--- config.mk ---
export PLATFORM = sky130hd
export DESIGN_NAME = bin_to_bcd_converter
export DESIGN_NICKNAME = d
export VERILOG_FILES = /design/src/rtl/bin_to_bcd_converter.sv
export SDC_FILE = /design/constraint.sdc
export NUM_CORES = 1
export LEC_CHECK = 0
export ABC_AREA = 0
export BUFFER_PORTS_ARGS = -buffer_cell sky130_fd_sc_hd__buf_4
export CORE_MARGIN = 3
export CORE_UTILIZATION = 30
export DETAILED_ROUTE_END_ITERATION = 8
export PLACE_DENSITY = 0.44
export SLEW_MARGIN = 20
export SYNTH_ARGS = -nofsm -noshare
export SYNTH_HDL_FRONTEND = slang
export SYNTH_SLANG_ARGS = --single-unit
--- constraint.sdc ---
create_clock -name clk_i -period 2.85 [get_ports clk_i]
set_input_delay 0.285 -clock clk_i [delete_from_list [all_inputs] [get_ports clk_i]]
set_output_delay 0.285 -clock clk_i [all_outputs]
set_load 0.02 [all_outputs]
--- src/rtl/bin_to_bcd_converter.sv ---
// Sequential 16-bit binary to 4-digit BCD converter (double-dabble, one bit per cycle)
// with overflow detection and optional leading-zero blanking for a 7-segment display.
module bin_to_bcd_converter #(
    parameter bit BLANK_LEAD = 1'b1
) (
    input  logic        clk_i,
    input  logic        rst_i,
    input  logic [15:0] bin_i,
    input  logic        valid_i,
    output logic        ready_o,
    output logic [15:0] bcd_o,
    output logic        done_o,
    output logic        ovf_o
);
    typedef enum logic [1:0] {S_IDLE, S_SHIFT, S_FORMAT} state_t;

    localparam logic [15:0] BCD_RST = BLANK_LEAD ? 16'hFFF0 : 16'h0000;

    state_t      r_state, w_next;
    logic [15:0] r_bin;
    logic [19:0] r_scratch;
    logic [3:0]  r_cnt;
    logic [15:0] r_bcd;
    logic        r_done;
    logic        r_ovf;

    logic [19:0] w_adj;
    logic [15:0] w_fmt;
    logic        w_ovf;

    assign ready_o = (r_state == S_IDLE);
    assign bcd_o   = r_bcd;
    assign done_o  = r_done;
    assign ovf_o   = r_ovf;

    always_ff @(posedge clk_i or posedge rst_i) begin
        if (rst_i) r_state <= S_IDLE;
        else       r_state <= w_next;
    end

    always_comb begin
        w_next = r_state;
        case (r_state)
            S_IDLE:   if (valid_i) w_next = S_SHIFT;
            S_SHIFT:  if (r_cnt == 4'd15) w_next = S_FORMAT;
            S_FORMAT: w_next = S_IDLE;
            default:  w_next = S_IDLE;
        endcase
    end

    // Add-3 correction on every digit before the shift
    always_comb begin
        w_adj = r_scratch;
        for (int i = 0; i < 5; i++) begin
            if (r_scratch[4*i +: 4] >= 4'd5)
                w_adj[4*i +: 4] = r_scratch[4*i +: 4] + 4'd3;
        end
    end

    // Digit 0 always shows; higher digits blank only while everything above is zero too
    always_comb begin
        w_ovf = (r_scratch[19:16] != 4'd0);
        w_fmt = r_scratch[15:0];
        if (w_ovf) begin
            w_fmt = 16'hFFFF;
        end else if (BLANK_LEAD && r_scratch[15:12] == 4'd0) begin
            w_fmt[15:12] = 4'hF;
            if (r_scratch[11:8] == 4'd0) begin
                w_fmt[11:8] = 4'hF;
                if (r_scratch[7:4] == 4'd0)
                    w_fmt[7:4] = 4'hF;
            end
        end
    end

    always_ff @(posedge clk_i or posedge rst_i) begin
        if (rst_i) begin
            r_bin     <= '0;
            r_scratch <= '0;
            r_cnt     <= '0;
            r_bcd     <= BCD_RST;
            r_done    <= 1'b0;
            r_ovf     <= 1'b0;
        end else begin
            r_done <= 1'b0;
            case (r_state)
                S_IDLE: begin
                    if (valid_i) begin
                        r_bin     <= bin_i;
                        r_scratch <= '0;
                        r_cnt     <= '0;
                    end
                end
                S_SHIFT: begin
                    r_scratch <= {w_adj[18:0], r_bin[15]};
                    r_bin     <= {r_bin[14:0], 1'b0};
                    r_cnt     <= r_cnt + 4'd1;
                end
                S_FORMAT: begin
                    r_bcd  <= w_fmt;
                    r_ovf  <= w_ovf;
                    r_done <= 1'b1;
                end
                default: ;
            endcase
        end
    end
endmodule

# ---- After elaboration in Yosys (flattened, before gate mapping)
# Cells that the tools add are included.
dict set report totals {
  register_bits 60
  latchBits 0
  ramBits 0
  rom_bits 0
  input_bits 19
  output_inout_bits 19
  elab_cells 51
  mem_count 0
}
dict set report classes {
  add_sub_neg 6
  multipliers 0
  div_mod_pow 0
  n_lt_le_gt_ge 5
  eq_ne 5
  shifts 0
  mux 20
  bitwise_logic 0
  n_reduce_logical 8
}
# op count
set ops {}
lappend ops {{one-hot mux 20 bit (2 select lines)} 1}
lappend ops {{one-hot mux 16 bit (2 select lines)} 1}
lappend ops {{2-to-1 mux 4 bit} 7}
lappend ops {{2-to-1 mux 12 bit} 2}
lappend ops {{greater-or-equal comparator 4 x 3 -> 1 bit, second input constant} 5}
lappend ops {{2-to-1 mux 20 bit} 1}
lappend ops {{adder 4 x 2 -> 4 bit, second input constant} 4}
lappend ops {{2-to-1 mux 16 bit} 1}
lappend ops {{zero test 4 bit} 3}
lappend ops {{2-to-1 mux 8 bit} 1}
lappend ops {{one-hot mux 4 bit (2 select lines)} 1}
lappend ops {{adder 4 x 1 -> 4 bit, second input constant} 1}
lappend ops {{== test 4 bit, second input constant} 1}
lappend ops {{2-to-1 mux 2 bit} 2}
lappend ops {{inequality test 2 bit, second input constant} 2}
lappend ops {{one-hot mux 2 bit (2 select lines)} 1}
lappend ops {{AND reduction 2 bit} 2}
lappend ops {{nonzero test 4 bit} 1}
lappend ops {{adder 3 x 2 -> 3 bit, second input constant} 1}
lappend ops {{2-to-1 mux 3 bit} 1}
lappend ops {{== test 2 x 1 -> 1 bit, second input constant} 1}
lappend ops {{== test 2 bit, second input constant} 1}
lappend ops {{zero test 2 bit} 1}
lappend ops {{nonzero test 2 bit} 1}
lappend ops {{2-to-1 mux 1 bit} 1}

# ---- Logic depth before layout (Yosys ltp)
# Gate-level depths: netlist of run 1.
dict set report depth {
  word_depth 5
  depth_mapped 6
}

# ---- Worst setup path before layout of run 1
# OpenSTA, ideal clock, no wires.
dict set report synth_path {
  kind {register to register}
  start {register r_scratch[12]}
  end {register r_bcd[4], in the netlist bcd_o[4]}
  setup_time_ns 0.060
  arrival_time_ns 1.462
  slack_ns 1.327
  stages_incl_launch_ff 7
  path_cell_list {dfrtp_1 -> inv_1 -> ha_1 -> nor3b_4 -> nand3_1 -> o31ai_2 -> o22a_1}
}
dict set report synth_via {
  elab_chain_cells 3
}
# item line_no
set synth_rtl {}
lappend synth_rtl {{start: declaration} 21} ;# logic [19:0] r_scratch;
lappend synth_rtl {{start signal: assignment} 95} ;# r_scratch <= {w_adj[18:0], r_bin[15]};
lappend synth_rtl {{zero test 4 bit} 66} ;# end else if (BLANK_LEAD && r_scratch[15:12] == 4'd0) begin
lappend synth_rtl {{2-to-1 mux 12 bit} 66}
lappend synth_rtl {{2-to-1 mux 12 bit} 64} ;# if (w_ovf) begin
lappend synth_rtl {{end signal: assignment} 100} ;# r_bcd <= w_fmt;
lappend synth_rtl {{end: declaration} 23} ;# logic [15:0] r_bcd;
# No other way between the ends.
# A chain may end at the register's enable or synchronous reset.

# ---- Final worst setup path of run 1
dict set report layout_path {
  start {register r_state[1]}
  end {register r_scratch[15]}
}
dict set report layout_via {
  elab_chain_cells 3
  word_cells_on_any_way 6
}
# item line_no
set layout_rtl {}
lappend layout_rtl {{start: declaration} 19} ;# state_t r_state, w_next;
lappend layout_rtl {{start signal: assignment} 38} ;# else r_state <= w_next;
lappend layout_rtl {{== test 2 x 1 -> 1 bit or zero test 2 bit (tied branches)} 86} ;# case (r_state)
lappend layout_rtl {{nonzero test 2 bit (no line) or inequality test 2 bit (tied branches)} --}
lappend layout_rtl {{AND reduction 2 bit (no line)} --}
# Parallel ways exist; a longest one is shown, timed or not.

==> impl_metrics.ini, run 1 <==
[global_routing]
grt_max_degree = 37
grt_use_total_pct = 12.7
gr-total-overflow = 0
grt_pass1_wl_um = 10300
grt_pass1_vias = 2084
antenna_found_initial = 0

[timing]
fin_hold_ws_ns = 0.000422
slew_viol_final = 0
finClkSkew_ns = 0.00875
timing.final.crit_share_pct = 73.9
max_freq_mhz = 475
relSlewSlack_pct = 49.0
worstMarginPinSlew_ns = 0.762
fin_ws_ns = 0.743
fin_tns_setup_ns = 0
setup-violations-final = 0
period_minus_slack_ns = 2.11
finalHoldViolCount = 0
rsz0062_at_grt = false

[synth]
synth_area_leaders = dfrtp_1, dfstp_2, ha_1, nand2_1, a22oi_1
ys_types = 37
syn_area_um2 = 2820
synth.area.mux_share_pct = 2.13
syn_inst = 255
synth_area_leader_cell = dfrtp_1
ys_ff_latch = 60
synthAdderAreaFrac_pct = 5.32
syn_nets = 286
synth_warnings = 0
synth_compound_area_share_pct = 20.0
syn_avg_cell_area_um2 = 11.1
synth-simple-area-share_pct = 12.5
synth_top_area_share_pct = 42.6
synth_top_family_by_area = compound AO/OA/AOI/OAI gates
synth_xor_area_share_pct = 1.86
yosysSeqAreaShare_pct = 53.7

[placed_design]
gp_congestion = 0.765
dpl_worst_slack_ns = 0.735
dp_hpwl_um = 4010
io_buffer_count = 37

[critical_path]
critPathLaunch = r_state[1]$_DFFE_PP0P_
start_kind = flip-flop
required_ns = 3.07
reg2reg_setup_slack_ns = 0.74
r2r_start = r_state[1]$_DFFE_PP0P_
critPathArrivalTime_ns = 2.33
cp_max_fo = 14
path_class = reg -> reg
worstSetupEndpointType = flip-flop

[routing]
drc_errors = 0
avgRoutedWirePerCell_um = 15.2
drt-total-wl_um = 6190
drtPass1Iterations = 4
postRouteAntennaNets = 0
routed_via_density = 5.06
vias = 2060
drt-initial-drc-count = 72

[clock_tree]
cts_setup_buffers = 0
clkTransAtPathRegs_ns = 0.07
cts_resized = 0
clk_latency_ns = 0.33
cts_tree = built
cts-root-buf = clkbuf_8
clock_path_buffers = 2
htree_num_levels = 3
cts_num_sinks = 60
cts_hold_buffers = 0
cts_buffers = 9

[floorplan]
die_y_um = 103
die_x_um = 103
ioPinCount = 38
start_util_pct = 31.6
dieArea_um2 = 10600
row_count = 34
core_area_um2 = 8930

[status]
status = complete, no violations

[pwr]
max-vdd-ir-drop_v = 0.000416
p_leak_uw = 0.00158
power.density_nw_per_um2 = 1270

[worst_hold_path]
min_path_type = in -> async

[job]
cap_viol_max_count = 0

[cells_and_area]
syn_to_final_growth_pct = 21.6
n_fill_cell = 890
layout-drive-gt1-share_pct = 25.8
antenna_cells = 0
ff_latch_area_um2 = 1520
multiInputGateArea_um2 = 1180
final_nets = 325
==> logic make-up after synthesis <==
logic type,Yosys count
AOI/OAI and AO/OA,76
muxes,6
DFF,60
adders and majority gates,12
and+or+nand+nor,69
buffers and inverters,26
xor gates and xnor gates,6
==> report_power, final <==
| group | switching (uW) | internal (uW) |
|---|---|---|
| logic | 988 | 851 |
| clock network | 334 | 561 |
| registers | 317 | 1310 |
| total | 1640 | 2720 |
==> critical path, stage by stage (launching register included) <==
cell     delay, ns
dfrtp_1       0.44
nor3b_2       0.60
or2_1         0.56
o31ai_1       0.15
a32o_1        0.24
==> layout make-up <==
class / instances / share of cell area, %
tap: 108 / 3.94
timing repair buffer: 43 / 9.41
clock inverter: 4 / 2.04
inverter: 11 / 1.20
multi-input combinational: 169 / 34.4
clock buffer: 12 / 4.81
sequential: 60 / 44.2
==> layer usage <==
metal / global-route usage (%) / up-vias / routed length (um)
li1: - / 998 / -
met1: 16.3 / 994 / 2920
met2: 20.0 / 63 / 2790
met3: 5.14 / 5 / 419
met4: 2.99 / 0 / 55
met5: 0 / - / 0
==> placed cells by master, fill, tap and decap left out <==
| cell | instances |
|---|---|
| a21oi_1 | 10 |
| and3_1 | 1 |
| or2_1 | 1 |
| buf_4 | 43 |
| o22ai_1 | 8 |
| nand2b_1 | 7 |
| nor2b_1 | 1 |
| nor3b_4 | 1 |
| o21ai_0 | 9 |
| dfrtp_1 | 48 |
| a22oi_1 | 15 |
| bufinv_16 | 2 |
| clkinv_2 | 2 |
| nand2_1 | 38 |
| o22a_1 | 9 |
| nor3b_2 | 1 |
| xor2_1 | 1 |
| clkbuf_8 | 12 |
| nand3_4 | 1 |
| mux2i_1 | 6 |
| xnor2_1 | 5 |
| o32ai_1 | 1 |
| nor2b_4 | 1 |
| o31ai_1 | 6 |
| inv_2 | 1 |
| a22o_1 | 6 |
| o31ai_2 | 1 |
| nor2_1 | 10 |
| ha_1 | 12 |
| o32a_1 | 5 |
| dfstp_2 | 12 |
| nand4_1 | 1 |
| nor3b_1 | 4 |
| nand3_1 | 1 |
| a32o_1 | 5 |
| a41oi_1 | 1 |
| inv_1 | 10 |
| and2b_1 | 1 |
==> registers in the layout, summed over array words and instances, names as in the netlist <==
register   flops
r_state        2
bcd_o         16
r_cnt          4
r_bin         16
ovf_o          1
r_scratch     20
done_o         1
==> final timing paths <==
kind | end | cells past startpoint
setup / recovery | r_scratch[15]$_DFFE_PP0P_ | 4
hold / removal | bcd_o[3]$_DFFE_PP0P_ | 3
min in group clk_i | r_bin[4]$_DFFE_PP0P_ | 3
max in group asynchronous | bcd_o[15]$_DFFE_PP1P_ | 3
hold reg to reg | r_bin[15]$_DFFE_PP0P_ | 2
setup reg to reg | r_scratch[15]$_DFFE_PP0P_ | 4
==> cell usage after synthesis <==
master / instances
buf_4: 2
o21ai_0: 9
clkbuf_1: 3
nand3_1: 1
dfrtp_1: 48
and2b_1: 1
o31ai_2: 1
nor2_1: 10
o22ai_1: 8
buf_6: 1
ha_1: 12
or2_1: 1
nand2b_1: 7
nand2_1: 38
dfstp_2: 12
a22o_1: 6
inv_1: 11
o32ai_1: 1
xor2_1: 1
a32o_1: 5
a21oi_1: 10
nand4_1: 1
a22oi_1: 15
nor3b_4: 1
nor3b_2: 1
nor2b_1: 1
o22a_1: 9
buf_2: 9
o31ai_1: 6
xnor2_1: 5
nand3_4: 1
mux2i_1: 6
nor2b_4: 1
a41oi_1: 1
o32a_1: 5
nor3b_1: 4
and3_1: 1
==> metrics by stage <==
stage	total power [uW]	cells	area, um^2	utilization, %
floorplan	2980	255	2820	-
finish	4360	407	3430	38.4
global placement	3490	391	3200	35.8
detailed placement	3500	391	3200	35.8
global route	4740	407	3430	38.4
CTS	4420	407	3430	38.4
No activity file was read; power rests on OpenSTA's default activity.
==> run 2, diff against run 1 <==
ABC_AREA = 1   (was 0)
clock period = 2.2 ns   (was 2.85 ns; I/O delays follow)
==> run 2 against run 1 <==
Against the previous run: utilization decreased by 1.3 points; synthesized cell count increased by 49%; register-to-register slack got worse by 0.10 ns; critical path type unchanged; cell count increased by 38%; count of clock-buffer cells in the layout decreased by 1; global-route usage decreased by 0.13 points; combinational power increased by 19%; routed wire length increased by 7.3%.
==> impl_metrics.ini, run 2 <==
[status]
status = complete, no violations

[clock_tree]
cts_buffers = 9
cts_setup_buffers = 0
clock_path_buffers = 2
clk_latency_ns = 0.33
cts-root-buf = clkbuf_8
cts_tree = built
clkTransAtPathRegs_ns = 0.07
cts_num_sinks = 60
cts_resized = 0
htree_num_levels = 3
cts_hold_buffers = 1

[timing]
period_minus_slack_ns = 1.56
finClkSkew_ns = 0.0100
rsz0062_at_grt = false
worstMarginPinSlew_ns = 0.511
finalHoldViolCount = 0
fin_tns_setup_ns = 0
timing.final.crit_share_pct = 70.8
max_freq_mhz = 642
slew_viol_final = 0
relSlewSlack_pct = 65.9
setup-violations-final = 0

[placed_design]
dp_hpwl_um = 4600
io_buffer_count = 37
gp_congestion = 0.819

[critical_path]
reg2reg_setup_slack_ns = 0.64
critPathArrivalTime_ns = 1.82
r2r-end = bcd_o[14]$_DFFE_PP1P_
worstSetupEndpointType = flip-flop
path_class = reg -> reg
required_ns = 2.47
cp_max_fo = 7
rr_worst_depth = 7
r2r_start = r_scratch[16]$_DFFE_PP0P_
crit_chain = inv_1, ha_1, nand2_1, nor2_4, nand2_1, nor2_1, nor2_1
start_kind = flip-flop
slowest_delay_ns = 0.41
slowest_stage = dfrtp_1

[routing]
drt-initial-drc-count = 96
avgRoutedWirePerCell_um = 11.8
routed_via_density = 4.48
drc_errors = 0
postRouteAntennaNets = 0
drt-total-wl_um = 6640
vias = 2506
drtPass1Iterations = 4

[cells_and_area]
layout_commonest_cell = nand2_1
fin_util_pct = 37.1
largest-register = r_scratch
antenna_cells = 0
final_cell_mix = nand2_1, dfrtp_1, nor2_1, nand3_1, buf_4
final_nets = 453
largest_reg_flops = 20
syn_to_final_growth_pct = 18.4
n_fill_cell = 1095
layout-drive-gt1-share_pct = 19.4

[synth]
async_flop_share_pct = 100
ys_ff_latch = 60
syn_avg_cell_area_um2 = 8.14
synth_top_area_share_pct = 38.7
syn_nets = 412
syn_inst = 381
synth_edf_count = 0
yosysSeqAreaShare_pct = 48.9
synth_area_leaders = dfrtp_1, nand2_1, dfstp_2, nand3_1, nor2_1
synth_area_leader_cell = dfrtp_1
synth_common_cells = nand2_1, dfrtp_1, nor2_1
synth.most_common_cell = nand2_1
ys_types = 23
syn_area_um2 = 3100
ys.flop_type = dfrtp_1
synth_warnings = 0

[worst_hold_path]
min_from = bin_i[0]
worstHoldEndpoint = r_bin[0]$_DFFE_PP0P_
hold_depth = 3
min_path_type = in -> reg

[pwr]
power.density_nw_per_um2 = 1360
finalPower_uw = 5000
max-vdd-ir-drop_v = 0.000367
p_leak_uw = 0.00181

[global_routing]
grt_max_degree = 61
grt_pass1_wl_um = 11500
grt_use_total_pct = 12.5
gr-total-overflow = 0
antenna_found_initial = 0
grt_pass1_vias = 2460

[floorplan]
core_area_um2 = 9910
die_y_um = 108
start_util_pct = 31.3
dieArea_um2 = 11600
ioPinCount = 38
die_x_um = 108
row_count = 36

[job]
cap_viol_max_count = 0
[run 2: cell types whose count changed after synthesis, sizes merged, moves of 7 or more]
cell,change
nand2b,-7
o22a,-9
a21oi,+8
inv,+22
nand2,+97
o31ai,-7
nor2,+39
a22oi,-15
nand3,+41
[run 2: logic make-up (layout without fill, tap and decap cells)]
| group | Yosys count | in the layout | synth area share, % |
|---|---|---|---|
| XOR/XNOR | 1 | 1 | 0.282 |
| AO/OA/AOI/OAI | 32 | 32 | 5.56 |
| adder cells (fa/ha/maj) | 12 | 12 | 4.84 |
| AND/OR/NAND/NOR | 232 | 232 | 32.4 |
| buffers and inverters | 44 | 90 | 8.06 |
| flip-flops | 60 | 60 | 48.9 |
[run 2: area by class of cell]
cell class / instances / area (um^2) / area share (%)
Sequential cell: 60 / 1520 / 41.3
Tap cell: 133 / 166 / 4.53
Inverter: 34 / 133 / 3.61
Multi-Input combinational cell: 277 / 1340 / 36.4
Clock inverter: 5 / 52.6 / 1.43
Clock buffer: 11 / 141 / 3.85
Timing Repair Buffer: 40 / 328 / 8.92
[run 2: how the worst max path moves through the flow]
stage	from	end	slack, ns	cells after the start
floorplan	rst_i	bcd_o[0]$_DFFE_PP0P_	0.52	1
global placement	r_scratch[16]$_DFFE_PP0P_	bcd_o[14]$_DFFE_PP1P_	0.71	7
detailed placement	r_scratch[16]$_DFFE_PP0P_	bcd_o[14]$_DFFE_PP1P_	0.65	7
CTS	r_scratch[16]$_DFFE_PP0P_	bcd_o[14]$_DFFE_PP1P_	0.64	7
global route	r_scratch[13]$_DFFE_PP0P_	bcd_o[5]$_DFFE_PP1P_	0.44	6
finish	r_scratch[16]$_DFFE_PP0P_	bcd_o[14]$_DFFE_PP1P_	0.64	7
[run 2: power breakdown]
part           internal (uW)  switching [uW]
logic                    810            1380
clock network            548             429
registers               1510             317
[run 2: metrics by stage]
stage          hold WS (ns)  instances  instance area (um^2)  worst slack, ns
2_1_floorplan         0.337        381                  3100            0.515
3_3_place_gp          0.326        543                  3470            0.705
3_5_place_dp          0.324        543                  3470            0.653
4_1_cts              0.0704        560                  3670            0.638
5_1_grt              0.0826        560                  3670            0.439
6_report             0.0917        560                  3670            0.642
[run 2: critical path, delay by kind of cell, from the launching register on]
kind / cells / cell delay [ns]
adder cells (fa/ha/maj): 1 / 0.26
buffers and inverters: 1 / 0.12
flip-flops: 1 / 0.41
AND/OR/NAND/NOR: 5 / 0.71
[run 2: layer usage]
metal / part of all wire (%) / routed length [um] / global-route usage, %
met1: 47 / 3120 / 15.9
met2: 47 / 3110 / 20.5
met3: 4.6 / 308 / 3.42
met4: 1.5 / 101 / 4.33
met5: 0 / 0 / 0
